===== src/rtl/pc_redirect_sequencer.sv =====
// Fetch PC owner: picks PC+4 / jump / branch target each cycle, parks redirects
// that arrive under stall, and emits redirect and IF/ID flush pulses.
module pc_redirect_sequencer #(
  parameter int unsigned      WIDTH        = 32,
  parameter logic [WIDTH-1:0] RESET_PC     = {WIDTH{1'b0}},
  parameter int unsigned      FLUSH_CYCLES = 1
) (
  input  logic             clk,
  input  logic             rst_n,
  input  logic             in_stall,
  input  logic             in_branch_taken,
  input  logic [WIDTH-1:0] in_branch_target,
  input  logic             in_jump,
  input  logic [WIDTH-1:0] in_jump_target,
  output logic [WIDTH-1:0] out_pc,
  output logic [WIDTH-1:0] out_pc_plus4,
  output logic             out_sel_branch,
  output logic             out_sel_jump,
  output logic             out_flush,
  output logic             out_redirect
);

  typedef enum logic [0:0] {
    RUN  = 1'b0,
    PEND = 1'b1
  } state_t;

  localparam logic [2:0] FLUSH_LOAD = 3'(FLUSH_CYCLES);

  state_t           state_r;
  state_t           state_nxt;
  logic [WIDTH-1:0] pc_r;
  logic [WIDTH-1:0] pc_nxt;
  logic [WIDTH-1:0] pend_r;
  logic [WIDTH-1:0] pend_nxt;
  logic [2:0]       cnt_r;
  logic [2:0]       cnt_nxt;
  logic             flush_r;
  logic             redir_r;
  logic             redir_nxt;
  logic [WIDTH-1:0] branch_al;
  logic [WIDTH-1:0] jump_al;
  logic [WIDTH-1:0] redir_tgt;
  logic             redir_req;

  function automatic logic [WIDTH-1:0] word_align(input logic [WIDTH-1:0] addr);
    return {addr[WIDTH-1:2], 2'b00};
  endfunction

  assign branch_al      = word_align(in_branch_target);
  assign jump_al        = word_align(in_jump_target);
  assign redir_req      = in_branch_taken | in_jump;
  // Older EX branch beats the younger ID jump.
  assign redir_tgt      = in_branch_taken ? branch_al : jump_al;

  assign out_sel_branch = in_branch_taken;
  assign out_sel_jump   = in_jump & ~in_branch_taken;
  assign out_pc         = pc_r;
  assign out_pc_plus4   = pc_r + WIDTH'(32'd4);
  assign out_flush      = flush_r;
  assign out_redirect   = redir_r;

  // State and datapath registers.
  always_ff @(posedge clk or negedge rst_n) begin
    if (!rst_n) begin
      state_r <= RUN;
      pc_r    <= RESET_PC;
      pend_r  <= {WIDTH{1'b0}};
      cnt_r   <= 3'd0;
      flush_r <= 1'b0;
      redir_r <= 1'b0;
    end else begin
      state_r <= state_nxt;
      pc_r    <= pc_nxt;
      pend_r  <= pend_nxt;
      cnt_r   <= cnt_nxt;
      flush_r <= (cnt_nxt != 3'd0);
      redir_r <= redir_nxt;
    end
  end

  // Next state and pending-target capture.
  always_comb begin
    state_nxt = state_r;
    pend_nxt  = pend_r;
    case (state_r)
      RUN: begin
        if (in_stall && redir_req) begin
          state_nxt = PEND;
          pend_nxt  = redir_tgt;
        end else begin
          state_nxt = RUN;
        end
      end
      PEND: begin
        // A jump seen while parked is younger than the parked redirect.
        if (in_branch_taken) begin
          pend_nxt = branch_al;
        end else begin
          pend_nxt = pend_r;
        end
        if (in_stall) begin
          state_nxt = PEND;
        end else begin
          state_nxt = RUN;
        end
      end
      default: begin
        state_nxt = RUN;
        pend_nxt  = {WIDTH{1'b0}};
      end
    endcase
  end

  // Next PC, redirect pulse and flush counter.
  always_comb begin
    pc_nxt    = pc_r;
    redir_nxt = 1'b0;
    case (state_r)
      RUN: begin
        if (in_stall) begin
          pc_nxt    = pc_r;
          redir_nxt = 1'b0;
        end else if (redir_req) begin
          pc_nxt    = redir_tgt;
          redir_nxt = 1'b1;
        end else begin
          pc_nxt    = out_pc_plus4;
          redir_nxt = 1'b0;
        end
      end
      PEND: begin
        if (in_stall) begin
          pc_nxt    = pc_r;
          redir_nxt = 1'b0;
        end else if (in_branch_taken) begin
          pc_nxt    = branch_al;
          redir_nxt = 1'b1;
        end else begin
          pc_nxt    = pend_r;
          redir_nxt = 1'b1;
        end
      end
      default: begin
        pc_nxt    = RESET_PC;
        redir_nxt = 1'b0;
      end
    endcase
    // A fresh redirect restarts the flush window rather than extending it.
    if (redir_nxt) begin
      cnt_nxt = FLUSH_LOAD;
    end else if (cnt_r != 3'd0) begin
      cnt_nxt = cnt_r - 3'd1;
    end else begin
      cnt_nxt = 3'd0;
    end
  end

endmodule


===== config.mk =====
export PLATFORM = sky130hd
export DESIGN_NAME = pc_redirect_sequencer
export DESIGN_NICKNAME = d
export VERILOG_FILES = /design/src/rtl/pc_redirect_sequencer.sv
export SDC_FILE = /design/constraint.sdc
export NUM_CORES = 1
export LEC_CHECK = 0
export ABC_AREA = 1
export CAP_MARGIN = 20
export CORE_MARGIN = 2
export CORE_UTILIZATION = 52
export DETAILED_ROUTE_END_ITERATION = 10
export MAX_ROUTING_LAYER = met4
export PLACE_DENSITY = 0.95
export RECOVER_POWER = 100
export SLEW_MARGIN = 40
export SYNTH_ARGS = -nofsm -noshare
export SYNTH_HDL_FRONTEND = slang
export SYNTH_SLANG_ARGS = --single-unit

===== constraint.sdc =====
create_clock -name clk -period 3.1 [get_ports clk]
set_clock_uncertainty 0.05 [all_clocks]
set_input_delay 0.775 -clock clk [delete_from_list [all_inputs] [get_ports clk]]
set_output_delay 0.775 -clock clk [all_outputs]
set_load 0.01 [all_outputs]

# After elaboration in Yosys (flattened, before gate mapping)
# Index checks and enable logic that the tools add are counted.
[totals] wordCells=36 output_inout_bits=68 input_bits=69 ff_bits=70
[op_classes] eq_ne=3 add_sub_neg=2 n_reduce_logical=4 bitwise_logic=4 mux=17
[op_table] op="two-way mux 32 bit" count=6
[op_table] op="case mux 32 bit (2 select lines)" count=2
[op_table] op="adder 32 x 3 -> 32 bit (second input constant)" count=1
[op_table] op="two-way mux 3 bit" count=2
[op_table] op="!= test 2 bit (second input constant)" count=3
[op_table] op="nonzero test 3 bit" count=2
[op_table] op="two-way mux 1 bit" count=5
[op_table] op="case mux 1 bit (2 select lines)" count=2
[op_table] op="subtractor 3 x 1 -> 3 bit (second input constant)" count=1
[op_table] op="inverter 1 bit" count=2
[op_table] op="AND reduction 2 bit" count=1
[op_table] op="AND 1 bit" count=1
[op_table] op="logical AND 1 bit" count=1
[op_table] op="bitwise OR 1 bit" count=1

# Longest topological paths before layout
# Gate-level depths: netlist of run 1.
[depth] word_depth=6 ltp_mapped=10 depth_no_buf=10

# Worst setup path before layout of run 1
# Ideal clock, no wire load.
[synth_timing] path_kind="register to output" start="register pc_r[3], in the netlist out_pc[3]" end="output out_pc_plus4[18]" path_slack_ps=919 required_time_ps=2275 path_stages_with_launch=8 path_buffers=0 arrival_time_ps=1356 path_cell_list="dfrtp_1 -> ha_1 -> nand2_1 -> nor2_4 -> nand2_2 -> nor2_4 -> xnor2_1 -> inv_1"
[synth_via] elab_chain_cells=1
[synth_rtl] item="start, declared" line_no="32" source="logic [WIDTH-1:0] pc_r;"
[synth_rtl] item="start signal, assigned" line_no="74" source="pc_r <= pc_nxt;"
[synth_rtl] item="adder 32 x 3 -> 32 bit" line_no="59" source="assign out_pc_plus4 = pc_r + WIDTH'(32'd4);"
[synth_rtl] item="end, declared" line_no="16" source="output logic [WIDTH-1:0] out_pc_plus4,"
# Every way passes these cells.

# Worst setup path in the final report of run 1
[layout_timing] start="register pc_r[2], in the netlist out_pc[2]" end="output out_pc_plus4[28]"
# Same word-level chain as after synthesis.

==> report_table.html, run 1 <==
<table>
<tr><th>Metric</th><th>Value</th></tr>
<tr><th colspan="2">GRT</th></tr>
<tr><td>M3 GR Usage</td><td>4.11%</td></tr>
<tr><td>Routing layer with the top usage in global route</td><td>met2</td></tr>
<tr><td>Remaining global-route overflow</td><td>0</td></tr>
<tr><td>Met2 global-route usage</td><td>48.3%</td></tr>
<tr><td>Via count of the first global-routing pass</td><td>4929</td></tr>
<tr><td>Overall global routing resource usage</td><td>32.2%</td></tr>
<tr><td>Largest net degree at the start of global routing</td><td>71</td></tr>
<tr><td>Wire length of the first global-routing pass</td><td>24.6 mm</td></tr>
<tr><td>Initial antenna violation count</td><td>0</td></tr>
<tr><td>Met1 layer usage reported by global route</td><td>45.1%</td></tr>
<tr><th colspan="2">Yosys</th></tr>
<tr><td>Mean instance size in the synthesized netlist</td><td>6.84 um^2</td></tr>
<tr><td>Area share of the largest cell type after synthesis</td><td>36.7%</td></tr>
<tr><td>Cell type contributing the most total cell area after synthesis</td><td>dfrtp_1</td></tr>
<tr><td>Number of instances in the synthesized netlist</td><td>697</td></tr>
<tr><td>Post-synthesis cell area</td><td>4770 um^2</td></tr>
<tr><td>Syn nets</td><td>767</td></tr>
<tr><td>Post-synthesis sequential element count</td><td>70</td></tr>
<tr><td>Synthesis Warnings</td><td>0</td></tr>
<tr><td>Count of distinct cell types in the synthesized netlist</td><td>31</td></tr>
<tr><td>Dominant cells by area after synthesis</td><td>dfrtp_1, nand2_1, a21oi_1, nor2_1, o21ai_0</td></tr>
<tr><td>Sequential area share after synthesis</td><td>36.7%</td></tr>
<tr><th colspan="2">Finish</th></tr>
<tr><td>Filler Cells Inserted</td><td>704</td></tr>
<tr><td>Total number of nets in the final design</td><td>896</td></tr>
<tr><td>Area of all placed cells without fillers</td><td>6480 um^2</td></tr>
<tr><td>Syn-to-layout area delta</td><td>36.0%</td></tr>
<tr><td>Final Non-Filler Cells</td><td>939</td></tr>
<tr><td>Fraction of final layout cells sized beyond drive strength 1</td><td>10.5%</td></tr>
<tr><td>Count of antenna diodes in the layout</td><td>0</td></tr>
<tr><th colspan="2">Die</th></tr>
<tr><td>Top-level port count</td><td>137</td></tr>
<tr><td>Initial core utilization</td><td>54.2%</td></tr>
<tr><td>X dimension of the die</td><td>99.8 um</td></tr>
<tr><td>Area of the core region</td><td>8810 um^2</td></tr>
<tr><td>Die span in y</td><td>99.8 um</td></tr>
<tr><td>Die outline area</td><td>9950 um^2</td></tr>
<tr><td>Std-Cell Rows</td><td>34</td></tr>
<tr><th colspan="2">Power</th></tr>
<tr><td>Clk network pwr share</td><td>25.3%</td></tr>
<tr><td>Maximum vdd drop</td><td>344 uV</td></tr>
<tr><td>Switching power as a share of total power</td><td>35.5%</td></tr>
<tr><td>Static leakage</td><td>3.02 nW</td></tr>
<tr><td>Power per cell area</td><td>449 nW/um^2</td></tr>
<tr><td>Sequential power share</td><td>40.1%</td></tr>
<tr><td>Gate power share</td><td>34.6%</td></tr>
<tr><td>Power spent charging and discharging nets</td><td>1.03 mW</td></tr>
<tr><td>Design internal power</td><td>1.88 mW</td></tr>
<tr><th colspan="2">CTS</th></tr>
<tr><td>CTS tree</td><td>built</td></tr>
<tr><td>TritonCTS buffer count</td><td>9</td></tr>
<tr><td>Clk_lat worst skew</td><td>0.35 ns</td></tr>
<tr><td>Clock root buffer</td><td>clkbuf_8</td></tr>
<tr><td>Number of hold buffers added after CTS</td><td>0</td></tr>
<tr><td>H-Tree Level Count</td><td>3</td></tr>
<tr><td>Largest buffer count on any clock path</td><td>2</td></tr>
<tr><td>CTS clock-pin slew for the worst setup and hold paths</td><td>0.08 ns</td></tr>
<tr><td># clock sinks</td><td>70</td></tr>
<tr><th colspan="2">Setup path</th></tr>
<tr><td>Startpoint class of the critical path</td><td>flip-flop</td></tr>
<tr><td>Worst R2R Path Depth</td><td>7</td></tr>
<tr><td>Critical Path Start</td><td>out_pc[2]</td></tr>
<tr><td>Start of the worst register-to-register path</td><td>state_r</td></tr>
<tr><td>CP max FO</td><td>4</td></tr>
<tr><td>Element type at the critical path end</td><td>output port</td></tr>
<tr><td>Endpoint arrival time on the critical path</td><td>2.27 ns</td></tr>
<tr><td>Reg2Reg Setup Slack</td><td>0.65 ns</td></tr>
<tr><td>Worst reg2reg path endpoint</td><td>pend_r[30]</td></tr>
<tr><td>Data required time at the worst endpoint</td><td>2.27 ns</td></tr>
<tr><td>Crit Path Category</td><td>reg2out</td></tr>
<tr><th colspan="2">Routing</th></tr>
<tr><td>Vias</td><td>5257</td></tr>
<tr><td>Residual DRC</td><td>0</td></tr>
<tr><td>Final routed wirelength across all metal layers</td><td>15.3 mm</td></tr>
<tr><td>DRT antenna net count</td><td>0</td></tr>
<tr><td>Router iterations before antenna repair</td><td>6</td></tr>
<tr><td>DRC marker count from the first detailed-route iteration</td><td>479</td></tr>
<tr><td>Wire per inst</td><td>16.3 um</td></tr>
<tr><td>Vias per Instance</td><td>5.60</td></tr>
<tr><th colspan="2">Hold path</th></tr>
<tr><td>Worst hold path endpoint</td><td>cnt_r[0]</td></tr>
<tr><td>Launch point of the worst hold path</td><td>cnt_r[0]</td></tr>
<tr><td>Worst hold path type</td><td>reg2reg</td></tr>
<tr><td>Hold-critical path depth</td><td>1</td></tr>
<tr><th colspan="2">Placed design</th></tr>
<tr><td>Port bufs</td><td>132</td></tr>
<tr><td>Hpwl dp</td><td>11.3 mm</td></tr>
<tr><td>Instance count after placement with tap cells included</td><td>915</td></tr>
<tr><td>Post-DP Area</td><td>6150 um^2</td></tr>
<tr><td>Final RePlAce weighted congestion</td><td>0.912</td></tr>
<tr><th colspan="2">Timing</th></tr>
<tr><td>Max-slew headroom at the worst pin</td><td>-16.7%</td></tr>
<tr><td>Number of failing hold endpoints at the final stage</td><td>0</td></tr>
<tr><td>Setup TNS after final layout</td><td>0 ns</td></tr>
<tr><td>Final Slew Violations</td><td>71</td></tr>
<tr><td>Final setup viols</td><td>0</td></tr>
<tr><td>Period minus WS final</td><td>3.10 ns</td></tr>
<tr><td>Max Clock Freq</td><td>0.323 GHz</td></tr>
<tr><td>Slew at the pin closest to its max-slew limit</td><td>1.75 ns</td></tr>
<tr><td>Unrepaired setup endpoints after global routing</td><td>true</td></tr>
<tr><td>Post-route clock period utilization</td><td>100%</td></tr>
<tr><th colspan="2">Status</th></tr>
<tr><td>Status</td><td>finished with violations</td></tr>
<tr><td>Failing checks</td><td>capacitance limit, slew limit</td></tr>
<tr><th colspan="2">Job</th></tr>
<tr><td>Max-cap violations</td><td>1</td></tr>
</table>
logic make-up (layout without fill, tap and decap cells):
logic type	count (synthesis)	after routing	synth area share [%]
AO/OA/AOI/OAI	159	159	18.5
XOR/XNOR	15	15	3.54
adder cells (fa/ha/maj)	1	1	0.262
buffers and inverters	92	226	8.87
flip-flops	70	70	36.7
multiplexers	1	1	0.210
AND/OR/NAND/NOR	359	359	31.9
synthesized netlist by cell type:
cell and number:
nor2_4 12, o31ai_1 2, clkinv_1 1, buf_4 4, nor2_1 80, nand2_1 218, nand3_1 36, nor2_2 2
nand2_4 1, a22oi_1 1, xor2_2 5, a211oi_1 14, ha_1 1, o21ai_1 3, dfrtp_1 70, mux2i_1 1
inv_1 52, clkbuf_1 7, a21boi_0 10, nand4_1 2, o211ai_1 1, buf_1 4, nand2_2 8, clkbuf_8 4
o21ai_0 41, buf_2 18, xor2_1 4, a21oi_1 73, o22ai_1 14, xnor2_1 6, inv_2 2
cell usage in the layout, fill, tap and decap left out, types with 2 or more instances in the layout:
cell               n
a21oi_1           73
a21boi_0          10
nand2_4            2
dlygate4sd3_1     14
o22ai_1           14
nor2_4            13
o21ai_1            3
dfrtp_1           61
nand2_1          218
buf_12             2
xnor2_1            4
nand3_2            2
o21ai_0           41
nor2_2             5
clkinv_2           3
inv_2              2
clkinv_4           2
nor2_1            76
dfrtp_2            9
nand4_1            2
xor2_1             3
nand3_1           34
o31ai_1            2
buf_4             19
nand2_2            7
xnor2_2            2
clkdlybuf4s50_1  104
clkbuf_8           9
inv_1             52
dlymetal6s2s_1    13
xor2_2             6
clkbuf_1           2
a211oi_1          14
final cells by class:
class,instances,area (um^2),share of cell area [%]
Timing Repair Buffer,155,1540,23.8
Multi-Input combinational cell,535,2650,40.9
Inverter,55,206,3.18
Tap cell,108,135,2.08
Sequential cell,70,1760,27.2
Clock inverter,6,62.6,0.965
Clock buffer,10,128,1.97
how the worst max path moves through the flow:
stage                        to  slack, ns  cells past startpoint
2_1_floorplan  out_pc_plus4[18]       0.92                      7
3_3_place_gp       out_sel_jump       0.26                      4
3_5_place_dp       out_sel_jump       0.26                      4
4_1_cts        out_pc_plus4[26]      0.003                      8
5_1_grt        out_pc_plus4[28]      -0.07                      8
6_report       out_pc_plus4[28]      0.001                      8
power groups by stage:
stage	logic (mW)	clock network, mW	registers [mW]
finish	1.01	0.737	1.17
global route	1.10	0.781	1.19
CTS	1.00	0.745	1.16
detailed placement	0.989	0	1.18
global placement	0.964	0	1.17
floorplan	0.496	0	1.17
registers in the layout, summed over array words and instances (netlist names):
signal	cells
out_pc	32
pend_r	32
cnt_r	3
out_flush	1
out_redirect	1
state_r	1
stage by stage:
stage	utilization, %	setup WS (ns)	hold WS [ns]	power, mW
after CTS	72.3	0.00277	0.398	2.91
after global placement	69.9	0.264	0.425	2.14
after detailed placement	69.9	0.263	0.431	2.17
final	73.6	0.00112	0.444	2.91
after global routing	73.6	-0.0742	0.482	3.07
after floorplan	-	0.919	0.409	1.67
per-layer routing:
layer	share of wire, %	up-vias
li1	-	2511
met5	0	-
met4	2.4	0
met1	43	2471
met3	6.8	37
met2	48	238
critical path, stage by stage, from the launching register on:
cell and delay, ns:
dfrtp_1 0.40, ha_2 0.21, nand2_1 0.09, nor2_4 0.18, nand2_2 0.13, nor2_2 0.15, nand3_1 0.13, nand2_1 0.08
clkdlybuf4s50_1 0.54
repair_timing:
item | 4_1_cts | 5_1_grt
endpoints found under the setup margin | 12 | 20
resized for setup | 3 | 33
hold endpoints to repair | 0 | 0
pin swaps | 1 | 7
buffers inserted | 2 | 6
Note: power is estimated with default switching activity, not from simulation.
==> run 2, diff against run 1 <==
ABC_CLOCK_PERIOD_IN_PS = 3100   (was unset)
==> results of run 2 <==
No change in the layout: final DEF, timing and power equal those of run 1.
==> run 3, diff against run 2 <==
CAP_MARGIN = 40   (was 20)
PLACE_DENSITY = unset   (was 0.95)
PLACE_DENSITY_LB_ADDON = 0.15   (was unset)
==> report_table.html, run 3 (same netlist as run 1, synthesis figures left out) <==
<table>
<tr><th>Metric</th><th>Value</th></tr>
<tr><th colspan="2">CTS</th></tr>
<tr><td># clock sinks</td><td>70 (unchanged)</td></tr>
<tr><td>H-Tree Level Count</td><td>3 (unchanged)</td></tr>
<tr><td>Clock root buffer</td><td>clkbuf_8</td></tr>
<tr><td>CTS tree</td><td>built</td></tr>
<tr><td>CTS clock-pin slew for the worst setup and hold paths</td><td>0.09 ns (about the same)</td></tr>
<tr><td>TritonCTS buffer count</td><td>9 (unchanged)</td></tr>
<tr><td>Largest buffer count on any clock path</td><td>2 (unchanged)</td></tr>
<tr><td>Clk_lat worst skew</td><td>0.35 ns (about the same)</td></tr>
<tr><th colspan="2">Finish</th></tr>
<tr><td>Total number of nets in the final design</td><td>895 (-0.11%)</td></tr>
<tr><td>Count of antenna diodes in the layout</td><td>0 (unchanged)</td></tr>
<tr><td>Most common cell after layout, fill and taps aside</td><td>nand2_1</td></tr>
<tr><td>Fraction of final layout cells sized beyond drive strength 1</td><td>10.5% (+0.013 points)</td></tr>
<tr><td>Syn-to-layout area delta</td><td>35.4%</td></tr>
<tr><td>Leading cell types in the layout, fill and taps excluded</td><td>nand2_1, clkdlybuf4s50_1, nor2_1, a21oi_1, dfrtp_1</td></tr>
<tr><td>Final cell utilization of the core</td><td>73.4% (-0.28 points)</td></tr>
<tr><td>Filler Cells Inserted</td><td>678 (-3.7%)</td></tr>
<tr><td>Final Non-Filler Cells</td><td>938 (-0.11%)</td></tr>
<tr><th colspan="2">GRT</th></tr>
<tr><td>Met2 global-route usage</td><td>44.2% (-4.1 points)</td></tr>
<tr><td>M3 GR Usage</td><td>4.94% (+0.84 points)</td></tr>
<tr><td>Overall global routing resource usage</td><td>30.5% (-1.7 points)</td></tr>
<tr><td>Largest net degree at the start of global routing</td><td>71 (unchanged)</td></tr>
<tr><td>Via count of the first global-routing pass</td><td>4687 (-4.9%)</td></tr>
<tr><td>Remaining global-route overflow</td><td>0 (unchanged)</td></tr>
<tr><td>Routing layer with the top usage in global route</td><td>met1</td></tr>
<tr><td>Wire length of the first global-routing pass</td><td>23.3 mm (-5.4%)</td></tr>
<tr><td>Initial antenna violation count</td><td>0 (unchanged)</td></tr>
<tr><td>Met1 layer usage reported by global route</td><td>44.7% (-0.40 points)</td></tr>
<tr><th colspan="2">Power</th></tr>
<tr><td>Sequential power share</td><td>39.8% (-0.3 points)</td></tr>
<tr><td>Gate power share</td><td>34.3% (-0.3 points)</td></tr>
<tr><td>Power per cell area</td><td>452 nW/um^2 (+0.70%)</td></tr>
<tr><td>Design internal power</td><td>1.89 mW (+0.54%)</td></tr>
<tr><td>Maximum vdd drop</td><td>307 uV (-11%)</td></tr>
<tr><td>Static leakage</td><td>2.98 nW (-1.2%)</td></tr>
<tr><td>Clk network pwr share</td><td>26.0% (+0.7 points)</td></tr>
<tr><td>Power spent charging and discharging nets</td><td>1.03 mW (-0.11%)</td></tr>
<tr><td>Switching power as a share of total power</td><td>35.3% (-0.15 points)</td></tr>
<tr><th colspan="2">Timing</th></tr>
<tr><td>Max-slew headroom at the worst pin</td><td>-18.0% (-1.3 points)</td></tr>
<tr><td>Number of failing hold endpoints at the final stage</td><td>0 (unchanged)</td></tr>
<tr><td>Unrepaired setup endpoints after global routing</td><td>true</td></tr>
<tr><td>Post-route clock period utilization</td><td>99.0% (-1.0 points)</td></tr>
<tr><td>Max Clock Freq</td><td>0.326 GHz (+1.0%)</td></tr>
<tr><td>Worst-case hold slack</td><td>0.459 ns (+0.0144 ns)</td></tr>
<tr><td>Final Slew Violations</td><td>71 (unchanged)</td></tr>
<tr><td>Final setup viols</td><td>0 (unchanged)</td></tr>
<tr><td>PnR worst setup slack</td><td>0.0323 ns (+0.0312 ns)</td></tr>
<tr><td>Setup TNS after final layout</td><td>0 ns (unchanged)</td></tr>
<tr><td>Period minus WS final</td><td>3.07 ns (-0.0312 ns)</td></tr>
<tr><td>Slew at the pin closest to its max-slew limit</td><td>1.77 ns (+0.0193 ns)</td></tr>
<tr><th colspan="2">Setup path</th></tr>
<tr><td>Critical Path Max Stage Delay</td><td>0.58 ns (+0.04 ns)</td></tr>
<tr><td>Worst R2R Path Depth</td><td>6 (-1)</td></tr>
<tr><td>CP max FO</td><td>4 (unchanged)</td></tr>
<tr><td>Startpoint class of the critical path</td><td>flip-flop</td></tr>
<tr><td>Element type at the critical path end</td><td>output port</td></tr>
<tr><td>Crit Path Category</td><td>reg2out</td></tr>
<tr><td>Endpoint arrival time on the critical path</td><td>2.24 ns (-0.03 ns)</td></tr>
<tr><td>Data required time at the worst endpoint</td><td>2.27 ns (about the same)</td></tr>
<tr><td>Worst path slowest cell</td><td>clkdlybuf4s50_1</td></tr>
<tr><td>Critical-path cell list</td><td>ha_2, nand2_1, nor2_4, nand3_1, xnor2_2, clkdlybuf4s50_1</td></tr>
<tr><th colspan="2">Hold path</th></tr>
<tr><td>Worst hold path type</td><td>reg2reg</td></tr>
<tr><td>Hold-critical path depth</td><td>2 (+1)</td></tr>
<tr><th colspan="2">Die</th></tr>
<tr><td>Initial core utilization</td><td>54.2% (unchanged)</td></tr>
<tr><td>X dimension of the die</td><td>99.8 um (unchanged)</td></tr>
<tr><td>Std-Cell Rows</td><td>34 (unchanged)</td></tr>
<tr><td>Top-level port count</td><td>137 (unchanged)</td></tr>
<tr><td>Die span in y</td><td>99.8 um (unchanged)</td></tr>
<tr><td>Die outline area</td><td>9950 um^2 (unchanged)</td></tr>
<tr><td>Area of the core region</td><td>8810 um^2 (unchanged)</td></tr>
<tr><th colspan="2">Routing</th></tr>
<tr><td>DRC marker count from the first detailed-route iteration</td><td>503 (+5.0%)</td></tr>
<tr><td>Router iterations before antenna repair</td><td>5 (-1)</td></tr>
<tr><td>DRT antenna net count</td><td>0 (unchanged)</td></tr>
<tr><td>Final routed wirelength across all metal layers</td><td>14.6 mm (-4.7%)</td></tr>
<tr><td>Vias</td><td>5173 (-1.6%)</td></tr>
<tr><td>Vias per Instance</td><td>5.51 (-1.5%)</td></tr>
<tr><td>Wire per inst</td><td>15.6 um (-4.6%)</td></tr>
<tr><td>Residual DRC</td><td>0 (unchanged)</td></tr>
<tr><th colspan="2">Placed design</th></tr>
<tr><td>Instance count after placement with tap cells included</td><td>915 (unchanged)</td></tr>
<tr><td>Worst slack at placement</td><td>0.210 ns (-0.0529 ns)</td></tr>
<tr><td>Final RePlAce weighted congestion</td><td>0.904 (-0.86%)</td></tr>
<tr><td>Port bufs</td><td>132 (unchanged)</td></tr>
<tr><td>Hpwl dp</td><td>10.8 mm (-4.6%)</td></tr>
<tr><th colspan="2">Job</th></tr>
<tr><td>Max-cap violations</td><td>1 (unchanged)</td></tr>
<tr><th colspan="2">Status</th></tr>
<tr><td>Status</td><td>finished with violations</td></tr>
<tr><td>Failing checks</td><td>capacitance limit, slew limit</td></tr>
</table>
-- run 3: cell types whose count changed in the layout (fill, tap and decap cells not counted), moves of 2 or more --
cell	change
clkdlybuf4s50_1	+5
dlymetal6s2s_1	-4
clkinv_2	-3
clkinvlp_4	+3
dlygate4sd3_1	-3
clkinv_4	-2
dlygate4sd2_1	+2
inv_6	+2
-- run 3: final timing paths --
check                           from                to  slack (ns)
hold reg to reg            pend_r[1]         pend_r[1]        0.46
setup / recovery           out_pc[2]  out_pc_plus4[12]        0.03
hold / removal             pend_r[1]         pend_r[1]        0.46
min in group asynchronous      rst_n        out_pc[30]        0.92
setup reg to reg             state_r         out_pc[1]        0.58
max in group asynchronous      rst_n        out_pc[18]        0.88
-- run 3: cell type report --
type,count,area (um^2),area share [%]
multi-input combinational,535,2650,40.9
tap,108,135,2.09
clock inverter,6,70.1,1.08
timing repair buffer,154,1510,23.4
inverter,55,206,3.20
clock buffer,10,128,1.98
sequential,70,1760,27.3
-- run 3: through the flow --
stage / power, mW / instance area (um^2)
2_1_floorplan: 1.67 / 4770
3_3_place_gp: 2.13 / 6140
3_5_place_dp: 2.15 / 6150
4_1_cts: 2.92 / 6380
5_1_grt: 3.08 / 6460
6_report: 2.92 / 6460
-- run 3: power groups by stage --
stage	Sequential, mW	Clock (mW)	Combinational (mW)
6_report	1.16	0.759	1.00
5_1_grt	1.18	0.802	1.10
4_1_cts	1.16	0.767	0.996
3_5_place_dp	1.17	0	0.979
3_3_place_gp	1.17	0	0.962
2_1_floorplan	1.17	0	0.496
-- run 3: routing by layer --
| metal | up-vias | part of all wire [%] |
|---|---|---|
| li1 | 2517 | - |
| met1 | 2376 | 45 |
| met2 | 254 | 45 |
| met3 | 26 | 7.9 |
| met4 | 0 | 2.0 |
| met5 | - | 0 |
-- run 3: what timing repair did --
action | in CTS | in global routing
hold buffers | 0 | 0
setup endpoints to repair | 10 | 16
gates resized for setup | 7 | 25
pin swaps | 3 | 6
setup buffers | 4 | 3
-- run 3: worst max-delay path, delay by kind of cell, from the launching register on --
kind	cells	cell delay, ns
adders and majority gates	1	0.21
DFF	1	0.41
buffers and inverters	1	0.58
and+or+nand+nor	3	0.46
xor gates and xnor gates	1	0.23
